[config.mk]
export PLATFORM = sky130hd
export DESIGN_NAME = hann_frame_ctrl
export DESIGN_NICKNAME = d
export VERILOG_FILES = /design/src/rtl/hann_frame_ctrl.sv
export SDC_FILE = /design/constraint.sdc
export NUM_CORES = 1
export LEC_CHECK = 0
export ABC_AREA = 0
export ABC_CLOCK_PERIOD_IN_PS = 6200
export CAP_MARGIN = 20
export CORE_MARGIN = 2
export CORE_UTILIZATION = 56
export DETAILED_ROUTE_END_ITERATION = 10
export MAX_ROUTING_LAYER = met4
export PLACE_DENSITY = 0.79
export SYNTH_ARGS = -nofsm -noshare
export SYNTH_HDL_FRONTEND = slang
export SYNTH_SLANG_ARGS = --single-unit
[constraint.sdc]
create_clock -name clk -period 6.2 [get_ports clk]
set_clock_uncertainty 0.1 [all_clocks]
set_input_delay 0.62 -clock clk [delete_from_list [all_inputs] [get_ports clk]]
set_output_delay 0.62 -clock clk [all_outputs]
set_load 0.02 [all_outputs]
[src/rtl/hann_frame_ctrl.sv]
`default_nettype none
// ============================================================================
// Module  : hann_frame_ctrl
// Brief   : Hanning-window frame sequencer. Frames the sample stream, drives
//           the coefficient ROM address and emits windowed, tagged samples.
//           Optional macro HANN_ROUND_EN selects round-half-up scaling.
// Revision: 1.0  initial release
// ============================================================================
module hann_frame_ctrl #(
    parameter int FRAME_LEN = 512,
    parameter int ADDR_W    = 10,
    parameter int DATA_W    = 16
) (
    input  logic              clk,
    input  logic              rst_n,
    input  logic              start,
    input  logic              cont,
    input  logic              abort,
    input  logic              in_valid,
    input  logic [DATA_W-1:0] in_data,
    output logic              in_ready,
    output logic [ADDR_W-1:0] rom_addr,
    input  logic [DATA_W-1:0] rom_q,
    output logic              out_valid,
    output logic [DATA_W-1:0] out_data,
    output logic              out_sof,
    output logic              out_eof,
    output logic              busy,
    output logic              frame_done
);

    localparam int                        c_PROD_W   = 2 * DATA_W + 1;
    localparam logic [ADDR_W-1:0]         c_LAST_IDX = ADDR_W'(FRAME_LEN - 1);
    localparam logic signed [c_PROD_W-1:0] c_RND     =
        {{(DATA_W + 1){1'b0}}, 1'b1, {(DATA_W - 1){1'b0}}};

    typedef enum logic [1:0] {
        ST_IDLE  = 2'd0,
        ST_RUN   = 2'd1,
        ST_DRAIN = 2'd2
    } state_t;

    state_t              state_q, state_d;
    logic [ADDR_W-1:0]   idx_q, idx_d;
    logic                drain_q, drain_d;

    logic                s1_valid_q, s1_valid_d;
    logic [DATA_W-1:0]   s1_data_q, s1_data_d;
    logic                s1_sof_q, s1_sof_d;
    logic                s1_eof_q, s1_eof_d;

    logic                out_valid_q, out_valid_d;
    logic [DATA_W-1:0]   out_data_q, out_data_d;
    logic                out_sof_q, out_sof_d;
    logic                out_eof_q, out_eof_d;
    logic                frame_done_q, frame_done_d;

    logic                w_abort;
    logic                w_accept;
    logic                w_last;
    logic signed [c_PROD_W-1:0] w_sample_ext;
    logic signed [c_PROD_W-1:0] w_coef_ext;
    logic signed [c_PROD_W-1:0] w_prod;
    logic signed [c_PROD_W-1:0] w_prod_adj;
    logic [DATA_W-1:0]   w_scaled;
    logic                w_unused;

    // Abort only matters while a frame is in flight and beats any accept.
    always_comb begin
        w_abort  = abort && (state_q != ST_IDLE);
        w_accept = in_valid && (state_q == ST_RUN) && !abort;
        w_last   = (idx_q == c_LAST_IDX);
    end

    always_comb begin
        state_d = state_q;
        idx_d   = idx_q;
        drain_d = drain_q;
        case (state_q)
            ST_IDLE: begin
                if (start) begin
                    state_d = ST_RUN;
                end
            end
            ST_RUN: begin
                if (w_accept) begin
                    if (w_last) begin
                        idx_d = '0;
                        if (!cont) begin
                            state_d = ST_DRAIN;
                            drain_d = 1'b0;
                        end
                    end else begin
                        idx_d = idx_q + ADDR_W'(1);
                    end
                end
            end
            ST_DRAIN: begin
                if (drain_q) begin
                    state_d = ST_IDLE;
                    drain_d = 1'b0;
                end else begin
                    drain_d = 1'b1;
                end
            end
            default: begin
                state_d = ST_IDLE;
                idx_d   = '0;
                drain_d = 1'b0;
            end
        endcase
        if (w_abort) begin
            state_d = ST_IDLE;
            idx_d   = '0;
            drain_d = 1'b0;
        end
    end

    // Stage 1 holds the sample while the ROM registers its coefficient.
    always_comb begin
        s1_valid_d = w_accept;
        s1_data_d  = w_accept ? in_data : s1_data_q;
        s1_sof_d   = w_accept && (idx_q == '0);
        s1_eof_d   = w_accept && w_last;
    end

    always_comb begin
        w_sample_ext = {{(DATA_W + 1){s1_data_q[DATA_W-1]}}, s1_data_q};
        w_coef_ext   = {{(DATA_W + 1){1'b0}}, rom_q};
        w_prod       = w_sample_ext * w_coef_ext;
`ifdef HANN_ROUND_EN
        w_prod_adj   = w_prod + c_RND;
`else
        w_prod_adj   = w_prod;
`endif
        w_scaled     = w_prod_adj[2*DATA_W-1:DATA_W];
        w_unused     = ^{w_prod_adj[c_PROD_W-1], w_prod_adj[DATA_W-1:0], c_RND};
    end

    always_comb begin
        out_valid_d  = s1_valid_q && !w_abort;
        out_data_d   = out_valid_d ? w_scaled : out_data_q;
        out_sof_d    = out_valid_d && s1_sof_q;
        out_eof_d    = out_valid_d && s1_eof_q;
        frame_done_d = out_valid_d && s1_eof_q;
    end

    always_ff @(posedge clk) begin
        if (!rst_n) begin
            state_q      <= ST_IDLE;
            idx_q        <= '0;
            drain_q      <= 1'b0;
            s1_valid_q   <= 1'b0;
            s1_data_q    <= '0;
            s1_sof_q     <= 1'b0;
            s1_eof_q     <= 1'b0;
            out_valid_q  <= 1'b0;
            out_data_q   <= '0;
            out_sof_q    <= 1'b0;
            out_eof_q    <= 1'b0;
            frame_done_q <= 1'b0;
        end else begin
            state_q      <= state_d;
            idx_q        <= idx_d;
            drain_q      <= drain_d;
            s1_valid_q   <= s1_valid_d;
            s1_data_q    <= s1_data_d;
            s1_sof_q     <= s1_sof_d;
            s1_eof_q     <= s1_eof_d;
            out_valid_q  <= out_valid_d;
            out_data_q   <= out_data_d;
            out_sof_q    <= out_sof_d;
            out_eof_q    <= out_eof_d;
            frame_done_q <= frame_done_d;
        end
    end

    always_comb begin
        in_ready   = (state_q == ST_RUN);
        rom_addr   = idx_q;
        busy       = (state_q != ST_IDLE);
        out_valid  = out_valid_q;
        out_data   = out_data_q;
        out_sof    = out_sof_q;
        out_eof    = out_eof_q;
        frame_done = frame_done_q;
    end

endmodule
`default_nettype wire
# Word level (Yosys, flattened, before mapping)
# Cells that the tools add are included.
dict set report op_classes {
  muxes 14
  mul 1
  addsub 1
  bitwise 3
  reduce_logical 18
  n_eq_ne 8
}
# operator n
set op_table {}
lappend op_table {{$mul 16x17->32} 1}
lappend op_table {{$mux 10} 2}
lappend op_table {{$pmux 10 s2} 1}
lappend op_table {{$add 10x1->10 const B} 1}
lappend op_table {{$eq 10x9->1 const B} 1}
lappend op_table {{$logic_not 10->1} 1}
lappend op_table {{$mux 2} 5}
lappend op_table {{$logic_and 1x1->1} 8}
lappend op_table {{$ne 2x2->1 const B} 3}
lappend op_table {{$pmux 2 s3} 1}
lappend op_table {{$reduce_and 5->1} 1}
lappend op_table {{$mux 1} 4}
lappend op_table {{$ne 2x1->1 const B} 2}
lappend op_table {{$reduce_and 4->1} 1}
lappend op_table {{$reduce_or 2->1} 2}
lappend op_table {{$not 1->1} 3}
lappend op_table {{$pmux 1 s3} 1}
lappend op_table {{$eq 2x1->1 const B} 1}
lappend op_table {{$eq 2x2->1 const B} 1}
lappend op_table {{$logic_not 1->1} 2}
lappend op_table {{$logic_not 2->1} 1}
lappend op_table {{$reduce_and 2->1} 1}
lappend op_table {{$reduce_bool 2->1} 1}
dict set report totals {
  out_inout_bits 32
  wordCells 56
  ff_bits 51
}

# Longest topological paths before layout
# Gate-level depths: netlist (run 1).
dict set report logic_depth {
  depth_word 5
  mapped_depth 23
}

# Least setup slack after synthesis (run 1)
# OpenSTA, ideal clock, no wires.
dict set report synth_timing {
  kind {input -> register}
  start {input rom_q[10]}
  end {register out_data_q[14], in the netlist out_data[14]}
  setup_slack_ps 69
  t_required_ps 5983
  path_stages 17
  arrival_ps 5913
  setup_time_ps 117
  path_cell_list {clkbuf_1 -> nand2_1 -> fa_1 -> fa_1 -> fa_1 -> fa_1 -> inv_1 -> fa_1 -> fa_1 -> ha_1 -> a21o_1 -> a2111o_1 -> a221o_1 -> nand4b_2 -> a31oi_1 -> or3_1 -> a32o_1}
}
dict set report synth_via {
  elab_chain_len 1
}
# element line_no
set synth_rtl {}
lappend synth_rtl {{start: declaration} 23} ;# input logic [DATA_W-1:0] rom_q,
lappend synth_rtl {{$mul 16x17->32} 130} ;# w_prod = w_sample_ext * w_coef_ext;
lappend synth_rtl {{end signal: assignment} 171} ;# out_data_q <= out_data_d;
lappend synth_rtl {{end: declaration} 53} ;# logic [DATA_W-1:0] out_data_q, out_data_d;
# Every way passes these cells.
# A chain may end at the register's enable or synchronous reset.

# Worst setup path in the final report (run 1)
dict set report layout_timing {
  start {input rom_q[9]}
  end {register out_data_q[14], in the netlist out_data[14]}
}
# Same word-level chain as after synthesis.

==> results of run 1 <==
-- timing repair --
action | in CTS | in global routing
setup endpoints to repair | 16 | 14
pin swaps | 19 | 30
buffers inserted | 1 | 7
gates cloned | 2 | 1
gates resized for setup | 45 | 62
-- flip-flops by register name (all words and copies together) (netlist names), 2 cells and up --
register / count
rom_addr: 10
state_q: 2
s1_data_q: 16
out_data: 16
-- cells by family (layout without fill, tap and decap cells) --
family                     after synthesis  after routing  share of synthesized area
AOI/OAI and AO/OA                      134            134                    0.08350
buffers and inverters                  300            440                     0.1070
xor gates and xnor gates                23             23                    0.01904
muxes                                    1              1                  0.0009462
and+or+nand+nor                        413            413                     0.1905
adders and majority gates              309            309                     0.5024
DFF                                     51             51                    0.09651
-- stage by stage --
| stage | hold WS (ps) | instance area [um^2] |
|---|---|---|
| after floorplan | 305.7 | 10580 |
| after global placement | 324.6 | 12180 |
| after detailed placement | 315.6 | 12180 |
| after CTS | 342.2 | 12490 |
| after global routing | 362.9 | 12680 |
| final | 335.2 | 12680 |
-- worst max-delay path, delay by kind of cell --
kind	cells	cell delay [ps]
adder cells (fa/ha/maj)	7	3230
AO/OA/AOI/OAI	4	1020
AND/OR/NAND/NOR	3	650
buffers and inverters	6	620
-- per-layer routing --
metal / track usage / routed length (um)
met2: 0.5066 / 13960
met1: 0.3616 / 11000
met4: 0.1089 / 1062
met5: - / 0
met3: 0.03746 / 1633
-- power by group through the flow --
| stage | sequential, mW | clock (mW) | combinational, mW |
|---|---|---|---|
| CTS | 0.341 | 0.284 | 0.265 |
| global route | 0.343 | 0.300 | 0.304 |
| floorplan | 0.345 | 0 | 0.136 |
| finish | 0.342 | 0.284 | 0.276 |
| global placement | 0.349 | 0 | 0.248 |
| detailed placement | 0.349 | 0 | 0.255 |
-- final cells by class --
class                      count  area [um^2]
clock buffer                   5        125.1
timing repair buffer         188         1619
fill                        1431         5958
multi-input combinational    880         8682
clock inverter                 3        22.52
tap                          234        292.8
inverter                     244        915.9
sequential                    51         1027
-- final timing paths --
| kind | from | depth (start not counted) | endpoint | slack [ps] |
|---|---|---|---|---|
| hold / removal | s1_sof_q | 1 | out_sof | 340 |
| hold reg to reg | s1_sof_q | 1 | out_sof | 340 |
| setup / recovery | rom_q[9] | 20 | out_data[14] | 140 |
| setup reg to reg | s1_data_q[11] | 18 | out_data[10] | 160 |
-- cell usage in the layout, fill, tap and decap left out, types with 8 or more instances in the layout --
master / instances
a21boi_0: 16
a21o_1: 16
a21oi_1: 22
and2_1: 118
and3_1: 8
buf_4: 106
buf_6: 8
clkdlybuf4s50_1: 54
dfxtp_1: 46
fa_1: 189
ha_1: 108
inv_1: 241
nand2_1: 191
nand2b_1: 8
nand3_1: 11
nand4_1: 8
nor2_1: 34
o21ai_0: 28
xnor2_1: 13
xor2_1: 9
==> impl_metrics.tcl, run 1 <==
set metrics [dict create \
    synth_area_leaders "fa_1, ha_1, dfxtp_1" \
    worst_skew_pair.late_latency_ps 290 \
    overflow 0 \
    synth_top_area_frac 0.3652 \
    ys_seq_area_frac 0.09651 \
    clockBufferDepth 2 \
    pin_count 70 \
    pre_cts_ws_ps -684.1 \
    rows 50 \
    die-area_um2 20010 \
    coreArea_um2 18640 \
    max-cap-violations 0 \
    cp_max_fo 8 \
    dp_cells 1586 \
    clkTransAtPathRegs_ps 70 \
    synth_cell_types 48 \
    slew_headroom 0.3115 \
    antennaDiodeCount 0 \
    setup.worst_path.class "in2reg" \
    fp.dieW_um 141.4 \
    min_path_type "reg2reg" \
    synth_common_cells "inv_1, fa_1, nand2_1" \
    crit_required_ps 6280 \
    cts-buffers-inserted 5 \
    die_h_um 141.4 \
    cp-start-kind "input pin" \
    grt_pass1_vias 9429 \
    syn_inst 1231 \
    port_buffers 69 \
    p_seq_frac 0.379 \
    routedWlPerCell_um 17.23 \
    leakage_nw 6.472 \
    ys_ff_latch 51 \
    stdcell_count 1605 \
    ant_nets 0 \
    slew_violations 0 \
    wirelength_mm 27.66 \
    cp_slowest_cell "fa_1" \
    vias 8804 \
    worst_slew_pin_slew_ps 1029 \
    synth_edf_count 0 \
    yosys_warnings 0 \
    syn_area_per_cell_um2 8.594 \
    post-route-util 0.6804 \
    yosys.area.top_type "fa_1" \
    grt_start_max_net_pins 28 \
    path_cells "dlygate4sd2_1 -> buf_6 -> and2_4 -> fa_1 -> inv_2 -> fa_1 -> fa_1 -> inv_1 -> fa_1 -> fa_1 -> inv_1 -> fa_1 -> inv_1 -> ha_4 -> a2111o_1 -> a221o_1 -> nand4b_4 -> a31oi_4 -> or3_1 -> a32o_1" \
    status "complete, no violations" \
    synth-async-reset-ratio 0 \
    htree_levels 2 \
    layout-drive-gt1-share 0.1379 \
    track_usage 0.2959 \
    tritoncts "yes" \
    cts_hold_buf 0 \
    total_power_uw 901.5 \
    ir_drop_uv 144.8 \
    setup_viol 0 \
    slowest_delay_ps 570 \
    syn-num-nets 1578 \
    drc 0 \
    dr.pass1.iters 7 \
    crit_arrival_ps 6140 \
    period_share 0.9767 \
    syn_area_um2 10580 \
    grt_pass1_wl_mm 45.66 \
    crit_top_cell "fa_1" \
    start_util 0.5674 \
    cts.sinks 51 \
    yosysMostFrequentCell "inv_1" \
    antenna_found_initial 0 \
    fin_crit_ps 6056 \
    initialDrtViolationCount 502 \
    via_per_inst 5.485 \
    power_switching_uw 294.3 \
    worst_slack_ps 144.4 \
    fin_nets 1717 \
    root_buffer "clkbuf_16" \
    fmax_ghz 0.1651 \
    p_per_area_nw_per_um2 71.07 \
    gp_congestion 0.9702 \
    p_clk_frac 0.315 \
    ys.flop_type "dfxtp_1" \
    setup_tns_ps 0 \
    p_int_uw 607.2 \
    p_comb_frac 0.306 \
    hold_viol_final 0 \
    area_delta_synth_final_pct 19.91 \
    p_sw_frac 0.3264 \
    critPathCaptureType "flip-flop" \
    hpwl_mm 22.47 \
]
No activity file was read; power rests on OpenSTA's default activity.
==> inputs of run 2 (changes only) <==
- REMOVE_ABC_BUFFERS: default -> 1
==> run 2 against run 1 <==
Largest cell class unchanged. Sequential cell count stayed put. Clock power is 2% higher. Hold slack better by 1.7 ps.
==> impl_metrics.tcl, run 2 (synthesized netlist as in run 1, its figures left out) <==
set metrics [dict create \
    vias 9023 \
    min_path_type "reg2reg" \
    fin_nets 1728 \
    cts.sinks 51 \
    die_h_um 141.4 \
    cp-start-kind "input pin" \
    area_delta_synth_final_pct 22.63 \
    worst_slew_pin_slew_ps 859.3 \
    start_util 0.5674 \
    fin_crit_ps 6149 \
    routedWlPerCell_um 17.55 \
    fp.dieW_um 141.4 \
    coreArea_um2 18640 \
    hpwl_mm 23.11 \
    grt_start_max_net_pins 28 \
    crit_arrival_ps 6240 \
    track_usage 0.2974 \
    worst_skew_pair.late_latency_ps 300 \
    ant_nets 0 \
    final_cell_mix "inv_1, nand2_1, fa_1" \
    critPathCaptureType "flip-flop" \
    met2_usage 0.5278 \
    grt_pass1_wl_mm 46.06 \
    crit_required_ps 6290 \
    post-route-util 0.6958 \
    leakage_nw 6.552 \
    port_buffers 69 \
    worst_slack_ps 50.75 \
    hold_viol_final 0 \
    period_share 0.9918 \
    rows 50 \
    antenna_found_initial 0 \
    overflow 0 \
    slew_headroom 0.4257 \
    cp_max_fo 6 \
    max-cap-violations 0 \
    setup_viol 0 \
    dr.pass1.iters 5 \
    pin_count 70 \
    slew_violations 0 \
    clkTransAtPathRegs_ps 80 \
    drc 0 \
    p_per_area_nw_per_um2 70.69 \
    busiest_layer "met2" \
    rsz0062_at_grt "yes" \
    wirelength_mm 28.36 \
    htree_levels 2 \
    layout-drive-gt1-share 0.1585 \
    tritoncts "yes" \
    via_per_inst 5.584 \
    status "complete, no violations" \
    ir_drop_uv 102.9 \
    use_met1 0.3588 \
    grt_pass1_vias 9711 \
    setup.worst_path.class "in2reg" \
    setup.reg_to_reg.worst_slack_ps 130 \
    gp_congestion 0.9495 \
    pre_cts_ws_ps -594.4 \
    clockBufferDepth 2 \
    grt_use_met3 0.02835 \
    root_buffer "clkbuf_16" \
    cts-buffers-inserted 5 \
    final_common_cell "inv_1" \
    antennaDiodeCount 0 \
    fmax_ghz 0.1626 \
    initialDrtViolationCount 554 \
    die-area_um2 20010 \
]
-- run 2: cell count changes in the layout (fill, tap and decap cells not counted), sizes merged --
cell	change
buf	+8
clkbuf	-3
clkdlybuf4s15	+2
clkdlybuf4s50	-1
dlygate4sd2	+5
dlymetal6s2s	+1
inv	-1
-- run 2: metal layers --
layer,vias up,routed length (um)
li1,4069,-
met1,4577,11100
met2,306,14860
met3,71,1530
met4,0,877
met5,-,0
-- run 2: worst max-delay path: stages --
cell           delay (ps)
dlygate4sd2_1         240
buf_6                 130
and2_4                160
fa_1                  510
inv_1                  60
fa_1                  470
fa_1                  500
inv_1                  60
fa_1                  520
fa_1                  530
inv_1                  70
fa_1                  500
inv_2                  50
ha_4                  240
a2111o_1              410
a221o_1               330
nand4b_4              130
a31oi_1               100
or3_1                 320
a32o_1                270
-- run 2: per-stage QoR --
step	TNS (ps)	total power, mW	hold slack, ps	cells	instance area [um^2]
3_3_place_gp	-6811	0.5988	314.9	1593	12230
4_1_cts	0	0.9038	343.6	1611	12640
2_1_floorplan	0	0.4661	305.7	1175	10360
3_5_place_dp	-7479	0.6064	325.1	1593	12230
5_1_grt	-418.4	0.9606	366.1	1616	12970
6_report	0	0.9170	336.9	1616	12970
-- run 2: worst paths after layout --
| path | startpoint | end | cells after the start |
|---|---|---|---|
| min reg2reg | s1_eof_q | frame_done | 1 |
| min | s1_eof_q | frame_done | 1 |
| max | rom_q[8] | out_data[14] | 20 |
| max reg2reg | s1_data_q[5] | out_data[14] | 18 |
-- run 2: power by group --
| group | total, mW | switching [mW] | internal, mW |
|---|---|---|---|
| sequential | 0.342 | 0.00993 | 0.332 |
| combinational | 0.286 | 0.157 | 0.129 |
| clock | 0.289 | 0.137 | 0.152 |
| total | 0.917 | 0.304 | 0.613 |
-- run 2: repair_timing --
| item | CTS | global route |
|---|---|---|
| pin swaps | 37 | 61 |
| hold buffers | 0 | 0 |
| endpoints found under the setup margin | 14 | 15 |
| buffers inserted | 10 | 5 |
| resized for setup | 54 | 77 |
-- run 2: final cells by class --
cell class	count	area (um^2)
clock buffer	6	128.9
clock inverter	2	17.52
fill	1462	5670
inverter	244	915.9
multi-input combinational	880	8841
sequential	51	1025
tap	234	292.8
timing repair buffer	199	1752
